File: src/rtl/mips_pkg.sv
// mips_pkg -- definitions shared by the multicycle MIPS control FSM and the
// datapath it steers.
//   * Primary opcodes (IR[31:26]) recognised by the controller
//   * FSM state encodings, also exported on the debug State port
//   * Mux/operation codes for ALUOp, ALUIn2Sel and PCSrc
//   * ctrl_t: one bundle of every control output, built by the FSM
package mips_pkg;

  // Primary opcodes
  localparam logic [5:0] OP_RTYPE = 6'b000000;
  localparam logic [5:0] OP_J     = 6'b000010;
  localparam logic [5:0] OP_BEQ   = 6'b000100;
  localparam logic [5:0] OP_ADDI  = 6'b001000;
  localparam logic [5:0] OP_LW    = 6'b100011;
  localparam logic [5:0] OP_SW    = 6'b101011;

  // State encodings (4 bits, visible on the debug port)
  typedef enum logic [3:0] {
    S_FETCH  = 4'd0,
    S_DECODE = 4'd1,
    S_MEMADR = 4'd2,
    S_MEMRD  = 4'd3,
    S_MEMWB  = 4'd4,
    S_MEMWR  = 4'd5,
    S_EXEC_R = 4'd6,
    S_WB_R   = 4'd7,
    S_EXEC_I = 4'd8,
    S_WB_I   = 4'd9,
    S_BRANCH = 4'd10,
    S_JUMP   = 4'd11,
    S_HALT   = 4'd12
  } state_t;

  // ALU operation
  localparam logic [1:0] ALUOP_ADD   = 2'b00;
  localparam logic [1:0] ALUOP_SUB   = 2'b01;
  localparam logic [1:0] ALUOP_FUNCT = 2'b11;

  // ALU input 2 select
  localparam logic [1:0] ALU2_B    = 2'b00;
  localparam logic [1:0] ALU2_ONE  = 2'b01;
  localparam logic [1:0] ALU2_SIMM = 2'b10;

  // Next-PC select
  localparam logic [1:0] PCSRC_ALU    = 2'b00;
  localparam logic [1:0] PCSRC_ALUOUT = 2'b01;
  localparam logic [1:0] PCSRC_JTA    = 2'b10;

  // ALU input 1 select
  localparam logic ALU1_PC = 1'b0;
  localparam logic ALU1_A  = 1'b1;

  typedef struct packed {
    logic       pc_en;
    logic       iord_sel;
    logic       ir_we;
    logic       dm_we;
    logic       rf_we;
    logic       rfd_sel;
    logic       mtorf_sel;
    logic       alu_in1_sel;
    logic [1:0] alu_in2_sel;
    logic [1:0] alu_op;
    logic [1:0] pc_src;
    logic       illegal_op;
  } ctrl_t;

  // True for every opcode the controller knows how to sequence.
  function automatic logic op_is_legal(input logic [5:0] op);
    case (op)
      OP_RTYPE, OP_J, OP_BEQ, OP_ADDI, OP_LW, OP_SW: op_is_legal = 1'b1;
      default:                                      op_is_legal = 1'b0;
    endcase
  endfunction

endpackage

File: src/rtl/mc_control_fsm.sv
// mc_control_fsm -- control unit of a multicycle MIPS subset
// (lw, sw, R-type, addi, beq, j).
//
// Parameter
//   ILLEGAL_HALT  1: park in HALT on an undecodable opcode, 0: back to FETCH
// Ports
//   CLK        clock, all state changes on the rising edge
//   RST        synchronous active-high reset, loads FETCH
//   Opcode     IR[31:26], held stable by the IR from DECODE to end of instr
//   Zero       ALU zero flag (qualifies PCEn in BRANCH)
//   PCEn, IorDSel, IRWE, DMWE, RFWE, RFDSel, MtoRFSel,
//   ALUIn1Sel, ALUIn2Sel, ALUOp, PCSrc   datapath controls
//   IllegalOp  one-cycle flag in DECODE for an unknown opcode
//   State      current state encoding (debug)
module mc_control_fsm
  import mips_pkg::*;
#(
  parameter bit ILLEGAL_HALT = 1'b0
) (
  input  logic       CLK,
  input  logic       RST,
  input  logic [5:0] Opcode,
  input  logic       Zero,
  output logic       PCEn,
  output logic       IorDSel,
  output logic       IRWE,
  output logic       DMWE,
  output logic       RFWE,
  output logic       RFDSel,
  output logic       MtoRFSel,
  output logic       ALUIn1Sel,
  output logic [1:0] ALUIn2Sel,
  output logic [1:0] ALUOp,
  output logic [1:0] PCSrc,
  output logic       IllegalOp,
  output logic [3:0] State
);

  state_t state, state_nxt;
  ctrl_t  ctrl;

  // State register
  always_ff @(posedge CLK) begin
    if (RST) state <= S_FETCH;
    else     state <= state_nxt;
  end

  // Next-state logic. Opcode is only consulted in DECODE and MEMADR, so
  // the IR is free to change in every other state.
  always_comb begin
    state_nxt = S_FETCH;
    case (state)
      S_FETCH:  state_nxt = S_DECODE;
      S_DECODE: begin
        case (Opcode)
          OP_LW, OP_SW: state_nxt = S_MEMADR;
          OP_RTYPE:     state_nxt = S_EXEC_R;
          OP_ADDI:      state_nxt = S_EXEC_I;
          OP_BEQ:       state_nxt = S_BRANCH;
          OP_J:         state_nxt = S_JUMP;
          default:      state_nxt = ILLEGAL_HALT ? S_HALT : S_FETCH;
        endcase
      end
      // Only lw/sw reach MEMADR; anything other than sw is treated as a load.
      S_MEMADR: state_nxt = (Opcode == OP_SW) ? S_MEMWR : S_MEMRD;
      S_MEMRD:  state_nxt = S_MEMWB;
      S_MEMWB:  state_nxt = S_FETCH;
      S_MEMWR:  state_nxt = S_FETCH;
      S_EXEC_R: state_nxt = S_WB_R;
      S_WB_R:   state_nxt = S_FETCH;
      S_EXEC_I: state_nxt = S_WB_I;
      S_WB_I:   state_nxt = S_FETCH;
      S_BRANCH: state_nxt = S_FETCH;
      S_JUMP:   state_nxt = S_FETCH;
      S_HALT:   state_nxt = S_HALT;
      default:  state_nxt = S_FETCH;   // unused encodings recover
    endcase
  end

  // Output decode. Moore from state, with two exceptions: PCEn in BRANCH
  // follows Zero, and IllegalOp in DECODE follows the opcode being decoded.
  always_comb begin
    ctrl = '0;
    case (state)
      S_FETCH: begin
        ctrl.iord_sel    = 1'b0;
        ctrl.ir_we       = 1'b1;
        ctrl.alu_in1_sel = ALU1_PC;
        ctrl.alu_in2_sel = ALU2_ONE;
        ctrl.alu_op      = ALUOP_ADD;
        ctrl.pc_src      = PCSRC_ALU;
        ctrl.pc_en       = 1'b1;
      end
      S_DECODE: begin
        // Precompute the branch target into ALUOut.
        ctrl.alu_in1_sel = ALU1_PC;
        ctrl.alu_in2_sel = ALU2_SIMM;
        ctrl.alu_op      = ALUOP_ADD;
        ctrl.illegal_op  = ~op_is_legal(Opcode);
      end
      S_MEMADR, S_EXEC_I: begin
        ctrl.alu_in1_sel = ALU1_A;
        ctrl.alu_in2_sel = ALU2_SIMM;
        ctrl.alu_op      = ALUOP_ADD;
      end
      S_MEMRD: ctrl.iord_sel = 1'b1;
      S_MEMWB: begin
        ctrl.rf_we     = 1'b1;
        ctrl.rfd_sel   = 1'b0;
        ctrl.mtorf_sel = 1'b1;
      end
      S_MEMWR: begin
        ctrl.iord_sel = 1'b1;
        ctrl.dm_we    = 1'b1;
      end
      S_EXEC_R: begin
        ctrl.alu_in1_sel = ALU1_A;
        ctrl.alu_in2_sel = ALU2_B;
        ctrl.alu_op      = ALUOP_FUNCT;
      end
      S_WB_R: begin
        ctrl.rf_we     = 1'b1;
        ctrl.rfd_sel   = 1'b1;
        ctrl.mtorf_sel = 1'b0;
      end
      S_WB_I: begin
        ctrl.rf_we     = 1'b1;
        ctrl.rfd_sel   = 1'b0;
        ctrl.mtorf_sel = 1'b0;
      end
      S_BRANCH: begin
        ctrl.alu_in1_sel = ALU1_A;
        ctrl.alu_in2_sel = ALU2_B;
        ctrl.alu_op      = ALUOP_SUB;
        ctrl.pc_src      = PCSRC_ALUOUT;
        ctrl.pc_en       = Zero;
      end
      S_JUMP: begin
        ctrl.pc_src = PCSRC_JTA;
        ctrl.pc_en  = 1'b1;
      end
      default: ctrl = '0;               // HALT and unused encodings
    endcase

    // Reset blocks every architectural write and the illegal flag, even in
    // the cycle before the state register has returned to FETCH.
    if (RST) begin
      ctrl.pc_en      = 1'b0;
      ctrl.ir_we      = 1'b0;
      ctrl.dm_we      = 1'b0;
      ctrl.rf_we      = 1'b0;
      ctrl.illegal_op = 1'b0;
    end
  end

  assign PCEn      = ctrl.pc_en;
  assign IorDSel   = ctrl.iord_sel;
  assign IRWE      = ctrl.ir_we;
  assign DMWE      = ctrl.dm_we;
  assign RFWE      = ctrl.rf_we;
  assign RFDSel    = ctrl.rfd_sel;
  assign MtoRFSel  = ctrl.mtorf_sel;
  assign ALUIn1Sel = ctrl.alu_in1_sel;
  assign ALUIn2Sel = ctrl.alu_in2_sel;
  assign ALUOp     = ctrl.alu_op;
  assign PCSrc     = ctrl.pc_src;
  assign IllegalOp = ctrl.illegal_op;
  assign State     = state;

endmodule

File: config.mk
export PLATFORM = sky130hd
export DESIGN_NAME = mc_control_fsm
export DESIGN_NICKNAME = d
export VERILOG_FILES = /design/src/rtl/mips_pkg.sv /design/src/rtl/mc_control_fsm.sv
export SDC_FILE = /design/constraint.sdc
export NUM_CORES = 1
export LEC_CHECK = 0
export ABC_AREA = 0
export BUFFER_PORTS_ARGS = -buffer_cell sky130_fd_sc_hd__clkbuf_2
export CAP_MARGIN = 30
export CORE_AREA = 8 8 45 47
export CTS_BUF_LIST = sky130_fd_sc_hd__clkbuf_16
export DETAILED_ROUTE_END_ITERATION = 16
export DIE_AREA = 0 0 53 55
export HOLD_SLACK_MARGIN = 0.12
export PLACE_DENSITY = 0.7
export SYNTH_ARGS = -nofsm -noshare
export SYNTH_HDL_FRONTEND = slang
export SYNTH_SLANG_ARGS = --single-unit
File: constraint.sdc
create_clock -name CLK -period 1.9 [get_ports CLK]
set_input_delay 0.38 -clock CLK [delete_from_list [all_inputs] [get_ports CLK]]
set_output_delay 0.38 -clock CLK [all_outputs]
set_load 0.02 [all_outputs]
==> impl_metrics.env <==
export IMPL_status="finished clean"
export IMPL_cts_setup_buffers=0
export IMPL_setup_violations=0
export IMPL_die_w_um=53
export IMPL_grt_overflow=0
export IMPL_drive_gt1_share_pct=40.6
export IMPL_track_usage_pct=12.2
export IMPL_design_area_um2=751
export IMPL_syn_avg_cell_area_um2=7.15
export IMPL_dr_first_iter_drc_count=6
export IMPL_synth_cell_types=34
export IMPL_stdcell_count=117
export IMPL_core_area_um2=1380
export IMPL_swShare_pct=24.6
export IMPL_end_kind="primary output"
export IMPL_initial_core_util_pct=36.7
export IMPL_crit_required_ns=1.52
export IMPL_layout_common_cells="clkbuf_2 (27), nor2_1 (9), nand2b_1 (6), a21oi_1 (6)"
export IMPL_drcViolationCount=0
export IMPL_rsz0062_at_grt="no"
export IMPL_cts_sinks=4
export IMPL_critPathArrivalTime_ns=1.40
export IMPL_n_antenna_cell=0
export IMPL_vdd_ir_drop_max_v=0.000544
export IMPL_clk_pin_slew_ns=0.03
export IMPL_max_clock_freq_ghz=0.561
export IMPL_p_clk_share_pct=61.9
export IMPL_cp_max_fo=9
export IMPL_fin_crit_sh_pct=93.9
export IMPL_p_sw_mw=0.131
export IMPL_antenna_found_initial=0
export IMPL_grt_max_degree=15
export IMPL_syn_num_nets=80
export IMPL_dp_cells=114
export IMPL_wire_per_inst_um=14.0
export IMPL_root_buffer="clkbuf_16"
export IMPL_ant_nets=0
export IMPL_seq_power_share_pct=18.4
export IMPL_nets=112
export IMPL_power_density_nw_per_um2=709
export IMPL_clk_path_buf_depth=2
export IMPL_die_h_um=55
export IMPL_async_flop_share_pct=0
export IMPL_path_cells="buf_4 > o31a_1 > nor3_1 > clkbuf_2"
export IMPL_num_vias=635
export IMPL_power_leakage_nw=0.323
export IMPL_syn_area_um2=508
export IMPL_whs_ns=0.463
export IMPL_min_path_type="input pin to register"
export IMPL_wl_mm=1.63
export IMPL_power_total_mw=0.532
export IMPL_relSlewSlack_pct=77.5
export IMPL_ios=28
export IMPL_htree_levels=1
export IMPL_viasPerCell=5.43
export IMPL_finalCriticalPeriod_ns=1.78
export IMPL_dieArea_um2=2920
export IMPL_hpwlAfterDp_mm=1.21
export IMPL_synthCells=71
export IMPL_grt_first_pass_wirelength_mm=2.66
export IMPL_yosysSeqAreaShare_pct=15.8
export IMPL_drv_slew=0
export IMPL_synth_edf_count=0
export IMPL_gp_congestion=0.795
export IMPL_place_ws_ns=0.115
export IMPL_hold_viol_final=0
export IMPL_timing_worst_setup_path_type="register to primary output"
export IMPL_drv_cap=0
export IMPL_rows=14
export IMPL_setup_ws_ns=0.116
export IMPL_grt_pass1_vias=594
export IMPL_syn_to_final_growth_pct=47.8
export IMPL_ys_flop_type="dfxtp_1"
export IMPL_yosys_warnings=0
export IMPL_setup_tns_ns=0
export IMPL_worst_pin_slew_ns=0.333
export IMPL_placed_area_um2=673
export IMPL_port_buffer_count=27
export IMPL_finalClockSkew_ns=0.00420
export IMPL_crit_path_start_kind="register"
export IMPL_synth_seq_cells=4
export IMPL_mostFrequentLayoutCell="clkbuf_2"
export IMPL_cts_buffers=3
export IMPL_clock_latency_ns=0.23
export IMPL_cp_slowest_stage_delay_ns=0.38
export IMPL_combPwrFrac_pct=19.6
export IMPL_cts_tree="done"
export IMPL_final_util_pct=54.2
export IMPL_slowest_stage="dfxtp_1"
export IMPL_internal_power_mw=0.401
export IMPL_largest_reg_flops=4
export IMPL_first_pass_iters=4
[critical path: cells and delay by family, from the launching register on]
| family | cells | cell delay, ns |
|---|---|---|
| compound gates | 1 | 0.27 |
| flops | 1 | 0.38 |
| buf+inv | 2 | 0.40 |
| simple gates | 1 | 0.13 |
[Yosys cell counts (2+ instances only)]
library cell	count	area share (%)
nor2_1	9	6.6
a21oi_1	6	5.9
nand2b_1	6	7.4
nor3_1	5	4.9
nor3b_1	5	7.4
buf_2	4	3.9
dfxtp_1	4	16
a31oi_1	3	3.7
nand3_1	2	2.0
nand4b_1	2	3.4
xnor2_1	2	3.4
[cell families (layout without fill, tap and decap cells)]
kind of cell / count (synthesis) / after routing / synth area share (%)
AOI/OAI and AO/OA: 20 / 20 / 28.6
xor gates and xnor gates: 3 / 3 / 5.17
buffers and inverters: 6 / 36 / 6.16
DFF: 4 / 4 / 15.8
and+or+nand+nor: 38 / 38 / 44.3
[path summary, 6_finish.rpt]
check / startpoint / to / slack [ns] / depth (start not counted)
worst max-delay path: State[1] / PCEn / 0.12 / 4
worst min register to register: State[1] / State[2] / 0.60 / 2
worst min-delay path: RST / State[3] / 0.46 / 2
worst max register to register: State[0] / State[3] / 0.60 / 4
[layout make-up]
| class | instances | area (µm²) |
|---|---|---|
| timing repair buffer | 32 | 173 |
| inverter | 1 | 3.75 |
| sequential | 4 | 82.6 |
| fill | 139 | 633 |
| tap | 16 | 20.0 |
| clock buffer | 3 | 75.1 |
| multi-input combinational | 61 | 397 |
[power groups by stage]
stage | clock network [mW] | logic [mW] | registers [mW]
6_report | 0.330 | 0.105 | 0.0981
5_1_grt | 0.341 | 0.115 | 0.0994
3_3_place_gp | 0 | 0.103 | 0.0986
2_1_floorplan | 0 | 0.0675 | 0.0969
4_1_cts | 0.336 | 0.105 | 0.0984
3_5_place_dp | 0 | 0.105 | 0.0989
[what timing repair did]
item	in CTS	in global routing
pin swaps	0	0
hold buffers	0	0
resized for setup	1	1
endpoints found under the setup margin	2	2
[layer usage]
| metal | up-vias | wire length, µm | GRT usage [%] |
|---|---|---|---|
| met4 | 0 | 8 | 9.05 |
| met5 | - | 0 | 0 |
| met1 | 289 | 723 | 13.3 |
| met2 | 21 | 791 | 20.1 |
| li1 | 323 | - | - |
| met3 | 2 | 110 | 2.94 |
(Power assumes the default switching activity.)
